<file path="src/rtl/noc_link_rx_buffer.sv">
// Receive side of a valid/yummy credit link: buffers router flits in a
// CRED_SIZE-deep FIFO, presents unpacked fields on valid/ready, returns credits.
module noc_link_rx_buffer #(
  parameter int WIDTH      = 64,
  parameter int DAT_WIDTH  = 32,
  parameter int TYPE_WIDTH = 4,
  parameter int TID_WIDTH  = 8,
  parameter int CRED_BITS  = 2,
  parameter int CRED_SIZE  = 4
) (
  input  logic                  clk,
  input  logic                  rst,
  input  logic [WIDTH-1:0]      router_data,
  input  logic                  router_valid,
  output logic                  router_yummy,
  output logic [TID_WIDTH-1:0]  nou_tid,
  output logic [TYPE_WIDTH-1:0] nou_type,
  output logic [DAT_WIDTH-1:0]  nou_data,
  output logic                  nou_valid,
  input  logic                  nou_ready,
  output logic [CRED_BITS:0]    occupancy,
  output logic                  ovf_err
);

  localparam int FIELD_W = DAT_WIDTH + TYPE_WIDTH + TID_WIDTH;
  localparam logic [CRED_BITS:0] CNT_FULL = (CRED_BITS+1)'(CRED_SIZE);

  // Consumer handshake: a flit transfers on every cycle where nou_valid and
  // nou_ready are both high; nou_valid and the fields hold steady until then,
  // and nou_ready with nou_valid low is ignored.
  logic [FIELD_W-1:0]   mem [CRED_SIZE];
  logic [CRED_BITS-1:0] wr_ptr;
  logic [CRED_BITS-1:0] rd_ptr;
  logic [CRED_BITS:0]   count;
  logic                 push;
  logic                 pop;
  logic                 accept;
  logic                 full;
  logic [FIELD_W-1:0]   head;

  assign push   = router_valid;
  assign pop    = nou_valid && nou_ready;
  assign full   = (count == CNT_FULL);
  assign accept = push && (!full || pop);

  // Routing header bits above the tid are intentionally dropped.
  generate
    if (WIDTH > FIELD_W) begin : g_hdr
      logic unused_hdr;
      assign unused_hdr = ^router_data[WIDTH-1:FIELD_W];
    end
  endgenerate

  always_ff @(posedge clk) begin
    if (accept) mem[wr_ptr] <= router_data[FIELD_W-1:0];
  end

  always_ff @(posedge clk or negedge rst) begin
    if (!rst) begin
      wr_ptr       <= '0;
      rd_ptr       <= '0;
      count        <= '0;
      router_yummy <= 1'b0;
      ovf_err      <= 1'b0;
    end else begin
      if (accept) wr_ptr <= wr_ptr + CRED_BITS'(1);
      if (pop)    rd_ptr <= rd_ptr + CRED_BITS'(1);
      if (accept && !pop)      count <= count + (CRED_BITS+1)'(1);
      else if (pop && !accept) count <= count - (CRED_BITS+1)'(1);
      router_yummy <= pop;
      if (push && full && !pop) ovf_err <= 1'b1;
    end
  end

  assign nou_valid = (count != '0);
  assign occupancy = count;
  assign head      = nou_valid ? mem[rd_ptr] : '0;
  assign nou_data  = head[DAT_WIDTH-1:0];
  assign nou_type  = head[DAT_WIDTH+TYPE_WIDTH-1:DAT_WIDTH];
  assign nou_tid   = head[FIELD_W-1:DAT_WIDTH+TYPE_WIDTH];

endmodule

</file>
<file path="config.mk">
export PLATFORM = sky130hd
export DESIGN_NAME = noc_link_rx_buffer
export DESIGN_NICKNAME = d
export VERILOG_FILES = /design/src/rtl/noc_link_rx_buffer.sv
export SDC_FILE = /design/constraint.sdc
export NUM_CORES = 1
export LEC_CHECK = 0
export ABC_CLOCK_PERIOD_IN_PS = 6400
export CAP_MARGIN = 20
export CORE_MARGIN = 3
export CORE_UTILIZATION = 57
export DETAILED_ROUTE_END_ITERATION = 12
export PLACE_DENSITY = 0.83
export SLEW_MARGIN = 20
export SYNTH_ARGS = -nofsm -noshare
export SYNTH_HDL_FRONTEND = slang
export SYNTH_SLANG_ARGS = --single-unit
</file>
<file path="constraint.sdc">
create_clock -name clk -period 6.4 [get_ports clk]
set_input_delay 0.96 -clock clk [delete_from_list [all_inputs] [get_ports clk]]
set_output_delay 0.96 -clock clk [all_outputs]
set_load 0.1 [all_outputs]
</file>
==> results of run 1 <==
## registers in the layout, summed over array words and instances (netlist names)
| signal | count |
|---|---|
| wr_ptr | 2 |
| router_yummy | 1 |
| mem | 176 |
| rd_ptr | 2 |
| occupancy | 3 |
| ovf_err | 1 |
## area by class of cell
type,instances,share of cell area [%]
Clock inverter,4,0.497
Multi-Input combinational cell,113,17.3
Sequential cell,185,62.6
Clock buffer,28,5.63
Tap cell,168,2.38
Inverter,4,0.170
Timing Repair Buffer,102,11.4
## cells in the final DEF, fill, tap and decap left out, drive strengths merged
master,count
clkinv,3
edfxtp,176
fa,1
inv,4
buf,5
ha,5
bufinv,1
nor2,1
clkbuf,28
a21o,1
nor4b,1
xnor2,4
dfrtp,9
mux4,44
xor2,2
or3,1
nor2b,1
nand3,1
mux2,2
and2,49
clkdlybuf4s50,97
## worst max-delay path: stages, from the launching register on
cell	delay [ns]
dfrtp_4	1.02
mux4_1	0.64
and2_1	0.19
clkdlybuf4s50_1	0.97
## logic make-up (layout without fill, tap and decap cells)
logic type / Yosys count / in the layout / synth area share (%)
xor+xnor: 6 / 6 / 0.731
compound gates: 1 / 1 / 0.104
buf+inv: 20 / 138 / 2.18
fa+ha+maj: 6 / 6 / 1.15
mux: 46 / 46 / 14.5
simple gates: 54 / 54 / 4.72
flops: 185 / 185 / 76.7
## worst paths after layout
kind / start / to / slack (ns) / cells past startpoint
max reg2reg: occupancy[0] / occupancy[2] / 3.62 / 10
min reg2reg: ovf_err / ovf_err / 0.47 / 1
min in group asynchronous: rst / ovf_err / 0.84 / 1
max: rd_ptr[0] / nou_tid[7] / 2.18 / 3
max in group asynchronous: rst / rd_ptr[0] / 5.24 / 1
min: ovf_err / ovf_err / 0.47 / 1
## through the flow
step	cell area [um2]	hold slack [ns]	setup slack, ns	instances	util, %
2_1_floorplan	7190	0.535	2.38	318	-
3_3_place_gp	8280	0.444	2.56	572	68.0
3_5_place_dp	8280	0.450	2.57	572	68.0
4_1_cts	8820	0.469	2.11	604	72.5
5_1_grt	8820	0.492	2.00	604	72.5
6_report	8820	0.470	2.18	604	72.5
## routing by layer
metal / vias up / share of wire, % / track usage, %
met5: - / 0 / 0
met3: 15 / 5.5 / 5.02
met4: 0 / 1.5 / 7.77
met2: 112 / 50 / 29.2
li1: 1495 / - / -
met1: 1714 / 43 / 23.7
==> impl_metrics.json, run 1 <==
{
  "start_kind": "register",
  "rsz0062_at_grt": "no",
  "track_usage_pct": 18.2,
  "cts.sinks": 185,
  "crit_arrival_ns": 3.26,
  "critical_path_class": "reg2out",
  "cts_setup_buffers": 0,
  "synth-main-ff-cell": "edfxtp_1",
  "maxSlewHeadroom_pct": 33.3,
  "via_count": 3336,
  "place_hpwl_mm": 7.09,
  "worstMarginPinSlew_ns": 0.997,
  "mappedNetlistArea_um2": 7190,
  "cp_data_required_time_ns": 5.44,
  "drt_iter0_drc": 208,
  "status": "complete, no violations",
  "die_y_um": 118,
  "hold_viol": 0,
  "finalClockSkew_ns": 0.00345,
  "die_width_um": 118,
  "ant_nets": 0,
  "core_area_um2": 12200,
  "cts_buffers": 17,
  "period_minus_slack_ns": 4.22,
  "synth.yosys.seq_area_share_pct": 76.7,
  "post_synth_num_cell_types": 24,
  "endpoint_kind": "primary output",
  "place.gp.congestion": 0.700,
  "gr-total-overflow": 0,
  "synth-edff-count": 176,
  "clockRootBuffer": "clkbuf_16",
  "clkTransAtPathRegs_ns": 0.06,
  "grt_pass1_wl_mm": 18.9,
  "start_util_pct": 59.1,
  "wl_per_cell_um": 19.9,
  "hp-class": "reg2reg",
  "max_freq_mhz": 237,
  "synth_area_leaders": "edfxtp_1 (74%), mux4_2 (12%), and2_1 (4.2%)",
  "routed_wl_mm": 12.0,
  "drtPass1Iterations": 4,
  "dieArea_um2": 14000,
  "cts_tree": "yes",
  "syn_nets": 392,
  "hold_buffers": 0,
  "layout-drive-gt1-share_pct": 17.4,
  "cts.repair.resized": 0,
  "synth.top_cell.area_share_pct": 73.5,
  "viasPerCell": 5.52,
  "synthArstFlopShare_pct": 4.86,
  "ys_seq_elements": 185,
  "synth_common_cells": "edfxtp_1 (176), and2_1 (48), mux4_2 (38), dfrtp_1 (9), buf_2 (7)",
  "num_io_pins": 118,
  "htreeDepth": 4,
  "multi_input_area_um2": 1530,
  "syn2layout_area_growth_pct": 22.7,
  "cap_violations": 0,
  "first_global_vias": 3489,
  "ys_warn_count": 0,
  "period_share_pct": 65.9,
  "nFillCells": 727,
  "synth.avg_cell_area_um2": 22.6,
  "synthCells": 318,
  "setup_viol": 0,
  "antenna_found_initial": 0,
  "drc_errors": 0,
  "diodes": 0,
  "fin_nets": 497,
  "cts.path.max_buffers": 2,
  "post-synth-top-count-cell": "edfxtp_1",
  "setup-tns-final_ns": 0,
  "clock_latency_ns": 0.41,
  "cp_max_fo": 46,
  "row_count": 40,
  "portBuffers": 97,
  "drv_slew": 0,
  "grt_max_degree": 47,
  "seq_area_um2": 5520,
  "synth_top_area_cell": "edfxtp_1"
}
Power of run 1 is left out: the tool's default activity adds up to more than one toggle a clock period on the data nets, which glitch-free logic cannot reach.
==> inputs of run 2 (changes only) <==
--- a/config.mk
+++ b/config.mk
@@ -5,12 +5,12 @@
 export SDC_FILE = /design/constraint.sdc
 export NUM_CORES = 1
 export LEC_CHECK = 0
-export ABC_CLOCK_PERIOD_IN_PS = 6400
+export ABC_CLOCK_PERIOD_IN_PS = 3770
 export CAP_MARGIN = 20
 export CORE_MARGIN = 3
-export CORE_UTILIZATION = 57
+export CORE_UTILIZATION = 48
 export DETAILED_ROUTE_END_ITERATION = 12
-export PLACE_DENSITY = 0.83
+export PLACE_DENSITY = 0.74
 export SLEW_MARGIN = 20
 export SYNTH_ARGS = -nofsm -noshare
 export SYNTH_HDL_FRONTEND = slang
==> constraint.sdc (replaced) <==
create_clock -name clk -period 3.77 [get_ports clk]
set_input_delay 0.5655 -clock clk [delete_from_list [all_inputs] [get_ports clk]]
set_output_delay 0.5655 -clock clk [all_outputs]
set_load 0.1 [all_outputs]
==> impl_metrics.json, run 2 (synthesis gave the netlist of run 1 again) <==
{
  "max_freq_mhz": 320,
  "cts_tree": "yes",
  "setup_viol": 0,
  "cts.path.max_buffers": 2,
  "critPathTopFamily": "flip-flops",
  "clkTransAtPathRegs_ns": 0.06,
  "cts.repair.resized": 0,
  "clock_latency_ns": 0.43,
  "dp_cells": 590,
  "portBuffers": 97,
  "period_minus_slack_ns": 3.12,
  "htreeDepth": 4,
  "drt_iter0_drc": 196,
  "cp_slowest_cell": "dfrtp_4",
  "post-route-util_pct": 60.6,
  "finalClockSkew_ns": 0.0148,
  "rr_endpoint": "occupancy[2]",
  "clockRootBuffer": "clkbuf_16",
  "start_kind": "register",
  "rsz0062_at_grt": "no",
  "cp_max_fo": 46,
  "largest_register": "mem",
  "r2r_cells": 10,
  "final_common_cell": "edfxtp_1",
  "rrSetupSlack_ns": 1.13,
  "wl_per_cell_um": 20.1,
  "place.gp.congestion": 0.706,
  "hold_viol": 0,
  "die_y_um": 128,
  "instances_no_fill": 622,
  "setup-tns-final_ns": 0,
  "largest_reg_flops": 176,
  "first_global_vias": 3573,
  "gr-total-overflow": 0,
  "row_count": 44,
  "die_width_um": 128,
  "dieArea_um2": 16500,
  "crit_start": "rd_ptr[0]",
  "via_count": 3333,
  "period_share_pct": 82.9,
  "hold_buffers": 0,
  "endpoint_kind": "primary output",
  "status": "complete, no violations",
  "place_hpwl_mm": 7.23,
  "mostFrequentLayoutCells": "edfxtp_1 (176), clkdlybuf4s50_1 (52), buf_4 (48)",
  "track_usage_pct": 16.3,
  "cts_buffers": 17,
  "maxSlewHeadroom_pct": 35.2,
  "viasPerCell": 5.36,
  "drv_slew": 0,
  "cts.sinks": 185,
  "nFillCells": 1064,
  "crit_arrival_ns": 2.56,
  "critPathMaxStageDelay_ns": 1.04,
  "cap_violations": 0,
  "drc_errors": 0,
  "ant_nets": 0,
  "crit_buf_inv": 1,
  "grt_max_degree": 48,
  "layout-drive-gt1-share_pct": 29.5,
  "worstPathCellList": "mux4_1, and2_1, buf_4",
  "routed_wl_mm": 12.5,
  "hp-class": "in2async",
  "diodes": 0,
  "endpoint": "nou_data[4]",
  "fin_nets": 499,
  "grt_pass1_wl_mm": 19.5,
  "worst-path-stages": 3,
  "r2r-start": "occupancy[0]",
  "syn2layout_area_growth_pct": 22.9,
  "drtPass1Iterations": 4,
  "core_area_um2": 14600,
  "cp_data_required_time_ns": 3.20,
  "antenna_found_initial": 0,
  "start_util_pct": 49.3,
  "cts_setup_buffers": 0,
  "worstMarginPinSlew_ns": 0.970,
  "critical_path_class": "reg2out",
  "num_io_pins": 118
}
==> run 2: cell types whose count changed in the layout (fill, tap and decap cells not counted), moves of 3 or more <==
cell,delta
clkdlybuf4s50_1,-45
buf_4,+43
buf_12,+4
clkbuf_1,-4
clkbuf_8,-3
clkinv_4,+3
==> run 2: worst min-delay path by stage <==
stage,depth (start not counted),endpoint,from
floorplan,0,occupancy[0],rst
global placement,1,ovf_err,ovf_err
detailed placement,1,ovf_err,ovf_err
CTS,1,ovf_err,rst
global route,1,ovf_err,rst
finish,1,ovf_err,rst
==> run 2: metal layers <==
metal  track usage [%]  vias to the layer above  wire length, um
li1                  -                     1500                -
met1              20.0                     1729             5130
met2              27.3                       93             6580
met3              5.48                       11              700
met4              5.62                        0              121
met5                 0                        -                0
==> run 2: through the flow <==
stage               hold slack [ns]  setup WS (ns)  area, um2
CTS                           0.423          0.540       8840
floorplan                     0.270          0.149       7190
global placement              0.441          0.937       8250
detailed placement            0.444          0.896       8250
finish                        0.430          0.646       8840
global route                  0.427          0.437       8840
==> run 2: final cells by class <==
class | instances | area [um2] | area share [%]
clock buffer | 21 | 440 | 4.98
clock inverter | 11 | 148 | 1.67
inverter | 4 | 15.0 | 0.170
multi-input combinational | 113 | 1530 | 17.3
sequential | 185 | 5520 | 62.4
tap | 184 | 230 | 2.61
timing repair buffer | 104 | 961 | 10.9
==> run 2: worst reg2reg max path, cell delays in order, from the launching register on <==
cell     delay (ns)
dfrtp_1        0.45
or3_2          0.47
buf_4          0.30
and2_4         0.24
inv_2          0.06
ha_1           0.18
inv_1          0.07
fa_1           0.38
xor2_1         0.17
nor2_1         0.11
xor2_1         0.14
Power of run 2 is left out for the same reason.
